## src/rtl/min_max_tracker_pkg.sv

```systemverilog
// Shared state encoding and default widths for the min/max tracker.
// Optional build macro: MIN_MAX_TRACKER_SIGNED_EN selects two's complement comparison.
package min_max_tracker_pkg;

  localparam int unsigned DEF_DATA_W = 4;
  localparam int unsigned DEF_CNT_W  = 8;

  typedef enum logic [1:0] {
    ST_IDLE  = 2'd0,
    ST_ACCUM = 2'd1,
    ST_HOLD  = 2'd2
  } state_t;

endpackage

```

## src/rtl/min_max_tracker_mag_cmp.sv

```systemverilog
// Combinational magnitude comparator: reports a<b, a>b, a==b.
// MIN_MAX_TRACKER_SIGNED_EN selects two's complement operands; unsigned otherwise.
module mag_cmp #(
  parameter int unsigned DATA_W = 4
) (
  input  logic [DATA_W-1:0] a,
  input  logic [DATA_W-1:0] b,
  output logic              lt,
  output logic              gt,
  output logic              eq
);

  // Ordering flags for the selected number representation.
  always_comb begin
`ifdef MIN_MAX_TRACKER_SIGNED_EN
    lt = $signed(a) < $signed(b);
    gt = $signed(a) > $signed(b);
`else
    lt = a < b;
    gt = a > b;
`endif
    eq = (a == b);
  end

endmodule

```

## src/rtl/min_max_tracker.sv

```systemverilog
// Frame-based running min/max tracker with valid/ready on both sides.
// Optional build macro: MIN_MAX_TRACKER_SIGNED_EN (signed sample comparison).
module min_max_tracker
  import min_max_tracker_pkg::*;
#(
  parameter int unsigned DATA_W = DEF_DATA_W,
  parameter int unsigned CNT_W  = DEF_CNT_W
) (
  input  logic              clk,
  input  logic              rst,
  input  logic              in_valid,
  output logic              in_ready,
  input  logic [DATA_W-1:0] in_data,
  input  logic              in_last,
  output logic              out_valid,
  input  logic              out_ready,
  output logic [DATA_W-1:0] out_min,
  output logic [DATA_W-1:0] out_max,
  output logic [CNT_W-1:0]  out_count,
  output logic              out_all_eq
);

  localparam logic [CNT_W-1:0] CNT_MAX = '1;

  state_t            state_q, state_d;
  logic [DATA_W-1:0] min_q, min_d;
  logic [DATA_W-1:0] max_q, max_d;
  logic [CNT_W-1:0]  count_q, count_d;
  logic              all_eq_q, all_eq_d;
  logic              out_valid_q, out_valid_d;

  logic lt_min, gt_min, eq_min;
  logic lt_max, gt_max, eq_max;
  logic accept;
  logic unused_cmp;

  mag_cmp #(.DATA_W(DATA_W)) u_cmp_min (
    .a  (in_data),
    .b  (min_q),
    .lt (lt_min),
    .gt (gt_min),
    .eq (eq_min)
  );

  mag_cmp #(.DATA_W(DATA_W)) u_cmp_max (
    .a  (in_data),
    .b  (max_q),
    .lt (lt_max),
    .gt (gt_max),
    .eq (eq_max)
  );

  // Only the "new extreme" and equality flags drive updates.
  assign unused_cmp = gt_min ^ lt_max;

  assign in_ready = (state_q != ST_HOLD);
  assign accept   = in_valid & in_ready;

  // Next-state and datapath update.
  always_comb begin
    state_d     = state_q;
    min_d       = min_q;
    max_d       = max_q;
    count_d     = count_q;
    all_eq_d    = all_eq_q;
    out_valid_d = out_valid_q;
    unique case (state_q)
      ST_IDLE: begin
        if (accept) begin
          min_d    = in_data;
          max_d    = in_data;
          count_d  = CNT_W'(1);
          all_eq_d = 1'b1;
          if (in_last) begin
            state_d     = ST_HOLD;
            out_valid_d = 1'b1;
          end else begin
            state_d = ST_ACCUM;
          end
        end
      end
      ST_ACCUM: begin
        if (accept) begin
          if (lt_min) min_d = in_data;
          if (gt_max) max_d = in_data;
          if (!(eq_min && eq_max)) all_eq_d = 1'b0;
          if (count_q != CNT_MAX) count_d = count_q + CNT_W'(1);
          if (in_last) begin
            state_d     = ST_HOLD;
            out_valid_d = 1'b1;
          end
        end
      end
      ST_HOLD: begin
        if (out_ready) begin
          state_d     = ST_IDLE;
          out_valid_d = 1'b0;
        end
      end
      default: begin
        state_d     = ST_IDLE;
        out_valid_d = 1'b0;
      end
    endcase
  end

  // State and result registers; reset drops any partial or held frame.
  always_ff @(posedge clk) begin
    if (rst) begin
      state_q     <= ST_IDLE;
      min_q       <= '0;
      max_q       <= '0;
      count_q     <= '0;
      all_eq_q    <= 1'b0;
      out_valid_q <= 1'b0;
    end else begin
      state_q     <= state_d;
      min_q       <= min_d;
      max_q       <= max_d;
      count_q     <= count_d;
      all_eq_q    <= all_eq_d;
      out_valid_q <= out_valid_d;
    end
  end

  assign out_valid  = out_valid_q;
  assign out_min    = min_q;
  assign out_max    = max_q;
  assign out_count  = count_q;
  assign out_all_eq = all_eq_q;

endmodule

```

## config.mk

```make
export PLATFORM = sky130hd
export DESIGN_NAME = min_max_tracker
export DESIGN_NICKNAME = d
export VERILOG_FILES = /design/src/rtl/min_max_tracker_pkg.sv /design/src/rtl/min_max_tracker_mag_cmp.sv /design/src/rtl/min_max_tracker.sv
export SDC_FILE = /design/constraint.sdc
export NUM_CORES = 1
export LEC_CHECK = 0
export ABC_AREA = 1
export CORE_MARGIN = 3
export CORE_UTILIZATION = 39
export DETAILED_ROUTE_END_ITERATION = 12
export MAX_ROUTING_LAYER = met4
export PLACE_DENSITY = 0.76
export SLEW_MARGIN = 0
export SYNTH_ARGS = -nofsm -noshare
export SYNTH_HDL_FRONTEND = slang
export SYNTH_SLANG_ARGS = --single-unit
```

## constraint.sdc

```tcl
create_clock -name clk -period 3.2 [get_ports clk]
set_clock_uncertainty 0.05 [all_clocks]
set_input_delay 0.32 -clock clk [delete_from_list [all_inputs] [get_ports clk]]
set_output_delay 0.32 -clock clk [all_outputs]
set_load 0.05 [all_outputs]
```

==> metrics, run 1 <==
CP required 2.83 ns; fillcell total 290; final setup TNS 0 ns; Leak 0.000614 uW; WHS Path Cells 2; CTS buffer count 3; actual slew at the worst max-slew pin 0.511 ns; Sequential Power Share 43.2%; setup repair bufs after CTS 0; Psw 265 uW; CTS root buffer clkbuf_4; share of cells above drive strength 1 4.76%; Slew HR 65.8%; syn nets 201; first-pass GRT wire length 4220 um; initial core utilization 42.2%; Switching Share 39.5%; Layout area overhead 26.6%; Crit. End Element primary output; n_diodes 0; EDFF count, synth 0; Final Hold Fails 0; Cell Area, Synth 1190 sq um; H-tree levels 1; fmax 0.495 GHz; antenna violations before repair 0; DRT Wirelength 2530 um; crit path setup slack, layout 1.18 ns; Post-route DRC 0; clock power share 17.8%; area leader, netlist dfxtp_1; port bufs 27; power per cell area 444 nW/um^2; synthesized flop and latch total 20; Avg Inst Size Synth 6.52 sq um; Inst Count DP 238; core box area 2830 sq um; Avg Vias per Cell 4.90; most common cell in the netlist nand2_1; WL/cell 10.5 um; gpl congestion 0.792; most common flop cell mapped by yosys dfxtp_1; largest net degree at the start of global routing 24; dpl ws 1.21 ns; drt pass-1 iters 4; Hold Path Class flop to flop; fin crit period 2.02 ns; via count 1182; smallest hold slack 0.435 ns; Die W 61.3 um; Clk Latency, worst-skew pair 0.30 ns; RSZ-0062 raised after global routing no; initial drt markers 37; Final Cycle Share 63.1%; Critical Path AT 1.65 ns; reg2reg path depth 8; clk buf depth 2; register area share after synthesis 33.5%; Setup crit start kind flop; top post-synthesis cells by count nand2_1 (43), inv_1 (26), nor2_1 (22); Int Pwr 406 uW; Reg clk slew, reported paths 0.11 ns; Die ar. 3760 sq um; dpl hpwl 1910 um; final number of setup-violating endpoints 0; Final ANT Viol Nets 0; Crit Path Max Fanout 6; top post-synthesis cells by area dfxtp_1 (34%), nand2_1 (14%), ha_1 (9.4%); ys async rst share 0%; top cell type's share of synthesized area 33.5%; outcome finished, final reports clean; Comb power frac 38.9%; Max rail drop VDD 0.295 mV; Setup CP Type flop to primary output; Die Ht 61.3 um; Ys Warns 0; post-synthesis instance total 183; total global routing overflow 0; number of hold buffers added after CTS 0; PostCTS Resize Cnt 0; vias in the first global route 956; clock sink count 20; final std cells w/o fill 241; GRT Util Overall 15.5%; CTS tree done; fin nets 230; Max Slew Vio Count 0; Top Ports 28; synth unique cells 19; Cell Rows 19; MaxCap Viol Count 0
[cell families (layout without fill, tap and decap cells)]
| group | Yosys count | count (layout) | share of synthesized area, % |
|---|---|---|---|
| simple gates | 95 | 95 | 35.0 |
| fa+ha+maj | 9 | 9 | 9.43 |
| buf+inv | 30 | 57 | 9.64 |
| compound gates | 29 | 29 | 12.4 |
| flops | 20 | 20 | 33.5 |
[worst max-delay path, cell delays in order (launching register included)]
cell and delay [ns]:
dfxtp_1 0.40, nand2_2 0.14, clkdlybuf4s50_1 0.81
[layout make-up]
cell class	count	area, sq um	area share (%)
timing repair buffer	27	270	17.9
tap	31	38.8	2.57
clock buffer	3	22.5	1.49
multi-input combinational	133	678	44.9
sequential	20	400	26.5
inverter	27	101	6.71
[layout by cell type, fill, tap and decap left out]
cell type and instances:
nor3_1 3, inv_1 26, nand2_1 43, nand2_2 3
nor2_1 22, clkinv_1 1, nor2_2 2, and2_1 1
ha_1 9, nand3_2 1, o21ai_0 9, nand3_1 17
a211oi_1 1, clkbuf_4 3, nor2_4 1, a21oi_1 19
dfxtp_1 20, nand3b_1 2, clkdlybuf4s50_1 27
[state kept, by name, indices dropped and copies added (netlist names)]
register,cells
out_all_eq,1
out_valid,1
out_min,4
state_q,2
out_count,8
out_max,4
[path summary, 6_finish.rpt]
check / start / to / slack [ns]
setup reg to reg: state_q[1]$_SDFFE_PP0P_ / out_count[2]$_SDFFE_PP0P_ / 1.55
hold reg to reg: out_all_eq$_SDFFE_PP0P_ / out_all_eq$_SDFFE_PP0P_ / 0.43
hold / removal: out_all_eq$_SDFFE_PP0P_ / out_all_eq$_SDFFE_PP0P_ / 0.43
setup / recovery: state_q[1]$_SDFFE_PP0P_ / in_ready / 1.18
[per-layer routing]
layer	GRT usage, %	vias up	share of wire (%)
li1	-	643	-
met2	20.5	22	44
met4	6.19	0	2.1
met3	3.77	6	3.2
met5	-	-	0
met1	22.2	511	51
[through the flow]
stage | area [sq um] | util, % | total power (uW)
final | 1510 | 53.4 | 671
after global routing | 1510 | 53.4 | 714
after CTS | 1510 | 53.4 | 678
after detailed placement | 1490 | 52.6 | 558
after global placement | 1490 | 52.6 | 556
after floorplan | 1190 | - | 482
[power by group through the flow]
stage,clock network (uW),logic [uW],registers (uW)
2_1_floorplan,0,122,360
3_5_place_dp,0,263,296
3_3_place_gp,0,260,296
4_1_cts,124,264,290
5_1_grt,129,291,294
6_report,120,261,290
No activity file was read; power rests on OpenSTA's default activity.
==> run 2: changes to the inputs <==
PLACE_DENSITY = 0.78   (was 0.76)
clock period = 1.8 ns   (was 3.2 ns; I/O delays follow)
==> run 2 against run 1 <==
Core utilization grew 1.3 points. Sequential power rose by 78%. Global-route usage shrank 0.29 points. Combinational power increased by 81%. Non-clock buffer count is 4 higher. Wire length shrank 2.1%. Worst hold slack worse by 0.0084 ns. Clock-buffer cell count unchanged. Die area unchanged. Critical path type unchanged.
==> metrics, run 2 (synthesis gave the netlist of run 1 again) <==
Leak 0.000757 uW; port bufs 27; fmax 0.580 GHz; DRT Wirelength 2480 um; via count 1193; drt pass-1 iters 6; Worst path slowest cell clkdlybuf4s50_1; commonest cells after routing, fill and taps aside nand2_1 (43), inv_1 (26), nor2_1 (22); CTS tree done; CP required 1.57 ns; clk buf depth 2; Top Ports 28; Multi-input gate area 678 sq um; Cell Rows 19; Layout area overhead 29.8%; initial drt markers 26; share of cells above drive strength 1 8.41%; max incr delay on CP 0.82 ns; Max Slew Vio Count 0; Die Ht 61.3 um; power per cell area 771 nW/um^2; final setup TNS 0 ns; initial core utilization 42.2%; fin crit period 1.72 ns; Crit Path Max Fanout 3; final number of setup-violating endpoints 0; first-pass GRT wire length 4220 um; worst-path cell chain clkdlybuf4s50_1; Clk Latency, worst-skew pair 0.30 ns; CTS root buffer clkbuf_4; GRT Util Overall 15.2%; max reg flops 8; fillcell total 276; WP buf/inv 1; CTS buffer count 3; outcome finished, final reports clean; dpl hpwl 1900 um; commonest non-fill, non-tap cell in the layout nand2_1; actual slew at the worst max-slew pin 0.506 ns; Avg Vias per Cell 4.87; total global routing overflow 0; Die ar. 3760 sq um; Post-route DRC 0; Slew HR 66.2%; Setup CP Type flop to primary output; largest net degree at the start of global routing 23; Final Hold Fails 0; post-layout util 54.8%; fin nets 234; Setup crit start kind flop; Final Cycle Share 95.8%; gpl congestion 0.869; clock sink count 20; Max rail drop VDD 0.580 mV; Hold Path Class flop to flop; n_diodes 0; H-tree levels 1; register area 400 sq um; Reg clk slew, reported paths 0.10 ns; Die W 61.3 um; core box area 2830 sq um; Top Family by Delay on Critical Path buffers and inverters; WL/cell 10.1 um; antenna violations before repair 0; Final ANT Viol Nets 0; MaxCap Viol Count 0; RSZ-0062 raised after global routing no; Critical Path AT 1.49 ns; Crit. End Element primary output; smallest hold slack 0.426 ns; vias in the first global route 989
## run 2: cell types whose count changed in the layout (fill, tap and decap cells not counted)
cell             before  now
dlymetal6s2s_1        0    7
clkdlybuf4s50_1      27   16
buf_4                 0    8
## run 2: per-layer routing
layer / vias to the layer above / part of all wire [%] / wire [um] / global-route usage, %
li1: 648 / - / - / -
met1: 523 / 51 / 1270 / 20.5
met2: 20 / 44 / 1090 / 22.8
met3: 2 / 4.5 / 111 / 4.40
met4: 0 / 0.36 / 9 / 2.79
met5: - / 0 / 0 / -
## run 2: worst paths after layout
kind                            slack [ns]                 endpoint  depth (start not counted)                     from
worst max register to register        0.24  out_max[1]$_SDFFE_PP0P_                          9  out_max[3]$_SDFFE_PP0P_
worst max-delay path                  0.08               out_min[0]                          1  out_min[0]$_SDFFE_PP0P_
worst min-delay path                  0.43  out_all_eq$_SDFFE_PP0P_                          2  out_all_eq$_SDFFE_PP0P_
worst min register to register        0.43  out_all_eq$_SDFFE_PP0P_                          2  out_all_eq$_SDFFE_PP0P_
## run 2: metrics by stage
| step | area [sq um] | instances | total power [uW] | setup slack (ns) |
|---|---|---|---|---|
| after floorplan | 1190 | 183 | 857 | 0.0497 |
| after global placement | 1510 | 242 | 996 | -0.000429 |
| after detailed placement | 1510 | 242 | 1000 | -0.0265 |
| after CTS | 1530 | 245 | 1210 | 0.0188 |
| after global routing | 1550 | 245 | 1280 | 0.0143 |
| final | 1550 | 245 | 1190 | 0.0757 |
## run 2: timing repair
| action | in CTS | in global routing |
|---|---|---|
| buffers inserted | 0 | 0 |
| endpoints found under the setup margin | 0 | 7 |
| gates resized for setup | 0 | 7 |
| endpoints found under the hold margin | 0 | 0 |
| hold buffers | 0 | 0 |
## run 2: layout make-up
type	instances	area share [%]
clock buffer	3	1.45
inverter	27	6.54
multi-input combinational	133	43.8
sequential	20	25.8
tap	31	2.50
timing repair buffer	31	19.9
## run 2: report_power, final
group | total (uW) | switching (uW) | internal (uW)
Clock | 205 | 127 | 78.0
Sequential | 516 | 32.9 | 483
Combinational | 473 | 306 | 166
==> patch 1, RTL diff (flow settings as in run 1) <==
The option `MIN_MAX_TRACKER_SIGNED_EN` is turned on by a define.
--- a/src/rtl/min_max_tracker_mag_cmp.sv
+++ b/src/rtl/min_max_tracker_mag_cmp.sv
@@ -1,5 +1,7 @@
 // Combinational magnitude comparator: reports a<b, a>b, a==b.
 // MIN_MAX_TRACKER_SIGNED_EN selects two's complement operands; unsigned otherwise.
+`define MIN_MAX_TRACKER_SIGNED_EN
+
 module mag_cmp #(
   parameter int unsigned DATA_W = 4
 ) (
Function: changed (Yosys sat finds a counterexample within 4 cycles, from zero or initial values and one cycle with rst high).
==> patch 1 against run 1 <==
- area after synthesis up 3.4%
- worst hold slack worse by 1.8 ps
- design area up 2.5%
- non-clock buffer count unchanged
- power up 3.5%
- cell count up 5.4%
- wire length up 0.95%
- worst setup slack worse by 23 ps
- sequential cell count unchanged
- largest power group unchanged
==> patch 1: results (changes against run 1) <==
die area 0.003874 mm² (+3.0%); # fillers 293 (+1.0%); Post-Synth XOR/XNOR Area 0.7099% (+0.71 points); worst r2r dst out_count[1]; worst-path maximum fanout 4 (-2); VDD IR-drop max 0.0003307 V (+12%); status finished clean; number of global-route vias before repair 1022 (+6.9%); Nets 232 (+0.87%); Leak Pwr 0.0006717 µW (+9.5%); FFs & Latches 20 (unchanged); Seq/Total Area, Yosys 32.45% (-1.1 points); share of layout cells above drive strength 1 7.075% (+2.3 points); R2R Setup Slk 1330 ps (-220 ps); first-pass GRT wire length 4547 µm (+7.7%); synthesized area per cell 6.669 µm² (+2.2%); Compound-Gate Fraction of Synth Area 11.76% (-0.60 points); Syn Nets 203 (+1.0%); largest net degree at the start of global routing 21 (-13%); inverter count 34 (+26%); multi-input combinational area share 43.54% (-1.3 points); design area 0.001549 mm² (+2.5%); Data arrival, critical path 1670 ps (+20 ps); DR vias/cell 4.547 (-7.3%); drt wl/cell 10.05 µm (-4.2%); proportion of final cell area spent on non-clock buffers 17.45% (-0.43 points); dpl ws 1041 ps (-173.3 ps); post-detail-place hpwl 1952 µm (+2.3%); max-slew headroom at the worst pin 50.17% (-16 points); placed instance count 251 (+5.5%)
patch 1: worst max path at each step:
stage	slack, ps	endpoint	cells after the start	from
after detailed placement	1040	out_count[1]	8	in_valid
after global placement	1070	out_count[1]	8	in_valid
after global routing	1070	in_ready	3	state_q[0]
after CTS	1140	in_ready	3	state_q[0]
final	1160	in_ready	3	state_q[0]
after floorplan	1410	out_count[0]	8	out_count[0]
patch 1: logic make-up (layout without fill, tap and decap cells):
logic type	count (synthesis)	after routing
AO/OA/AOI/OAI	26	26
XOR/XNOR	1	1
adder cells (fa/ha/maj)	9	9
buffers and inverters	37	64
flip-flops	20	20
AND/OR/NAND/NOR	92	92
patch 1: per-layer routing:
metal	share of wire, %	wire length, µm	global-route usage (%)	vias up
met5	0	0	-	-
met4	1.1	29	5.801	0
met3	4.2	106	3.063	4
met2	42	1067	21.77	21
met1	53	1349	18.96	491
li1	-	-	-	639
patch 1: power breakdown:
group          switching (µW)  internal [µW]
logic                     182           97.0
registers                22.6            273
clock network            75.7           43.8
==> patch 2, RTL diff (config.mk and constraints of run 1) <==
Made on the original files. Re-encode `state_t` (3 states) as one-hot, 3 bits wide.
--- a/src/rtl/min_max_tracker_pkg.sv
+++ b/src/rtl/min_max_tracker_pkg.sv
@@ -5,10 +5,10 @@
   localparam int unsigned DEF_DATA_W = 4;
   localparam int unsigned DEF_CNT_W  = 8;
 
-  typedef enum logic [1:0] {
-    ST_IDLE  = 2'd0,
-    ST_ACCUM = 2'd1,
-    ST_HOLD  = 2'd2
+  typedef enum logic [2:0] {
+    ST_IDLE  = 3'b001,
+    ST_ACCUM = 3'b010,
+    ST_HOLD  = 3'b100
   } state_t;
 
 endpackage
Function: same outputs for any inputs over 10 cycles, from zero or initial values and one cycle with rst high; not proved beyond that.
==> patch 2 against run 1 <==
- design area grew 10%
- wire length grew 8.5%
- via count grew 3.8%
- cell count grew 10%
- power grew 49%
- worst setup slack lost 80 ps
- sequential cell count grew 1
- area after synthesis grew 12%
- critical endpoint unchanged
- highest routed layer unchanged
==> patch 2: results (changes against run 1) <==
Total Routing Usage GR 14.93% (-0.57 points); placed instance count 261 (+9.7%); proportion of final cell area spent on non-clock buffers 16.23% (-1.7 points); Leak Pwr 0.0006876 µW (+12%); top post-synthesis cells by count 48 x nand2_1, 26 x nor2_1, 24 x inv_1, 21 x dfxtp_1, 14 x nand3_1; Final Hold Slack 411.9 ps (-22.64 ps); CTS max path bufs 2 (unchanged); share of layout cells above drive strength 1 12.67% (+7.9 points); status finished clean; largest net degree at the start of global routing 20 (-17%); Distinct cells, synth 28 (+9); synthesized netlist cell count 193 (+5.5%); Post-Route WL 2743 µm (+8.5%); Multi-input gate area 769.5 µm² (+13%); synth top area cells dfxtp_1 31%, nand2_1 13%, ha_1 8.4%; sequential power share 35.1% (-8.1 points); Seq/Total Area, Yosys 31.37% (-2.2 points); DR vias/cell 4.630 (-5.6%); initial DRC count 49 (+32%); multi-input gates 138 (+3.8%); Pint 532.3 µW (+31%); post-CTS sizing 0 (unchanged); dpl ws 1164 ps (-50.82 ps); Seq cells post-synth 21 (+5.0%); post-detail-place hpwl 2129 µm (+12%); worst-path maximum fanout 5 (-1); clock-net power 134 µW (+12%); inverter count 31 (+15%); Syn Nets 211 (+5.0%); VDD IR-drop max 0.0004237 V (+44%); Area after DPL 0.001638 mm² (+10%); worst-margin pin slew 505.1 ps (-5.748 ps); clock network contribution to total cell area 1.653% (+0.16 points); Data arrival, critical path 1730 ps (+80 ps); FF+latch area 420.4 µm² (+5.0%); fraction of area in registers 25.24% (-1.2 points); Nets 240 (+4.3%); Final GP Congestion 0.7803 (-1.5%); number of global-route vias before repair 1099 (+15%); Final Cycle Share 65.66% (+2.5 points); first-pass GRT wire length 4864 µm (+15%); synth warn 0 (unchanged); final non-filler cell total 265 (+10%)
patch 2: logic make-up after synthesis:
| family | count (synthesis) | share of synthesized area [%] |
|---|---|---|
| adder cells (fa/ha/maj) | 9 | 8.404 |
| AND/OR/NAND/NOR | 101 | 35.20 |
| buffers and inverters | 34 | 11.20 |
| flip-flops | 21 | 31.37 |
| XOR/XNOR | 1 | 0.6537 |
| AO/OA/AOI/OAI | 27 | 13.17 |
patch 2: worst max-delay path, cell delays in order, from the launching register on:
cell	delay [ps]
dfxtp_1	410
inv_2	100
nand3_2	110
clkdlybuf4s50_1	810
patch 2: routing by layer:
layer | GRT usage [%] | vias up | share of wire (%)
li1 | - | 674 | -
met1 | 19.87 | 521 | 52
met2 | 22.29 | 28 | 42
met3 | 3.640 | 4 | 5.1
met4 | 4.749 | 0 | 1.1
met5 | - | - | 0
patch 2: final timing paths:
path | end | startpoint | cells after the start
max | in_ready | state_q[1] | 3
min | out_valid | out_valid | 2
max reg2reg | out_max[1] | out_max[3] | 10
min reg2reg | out_valid | out_valid | 2
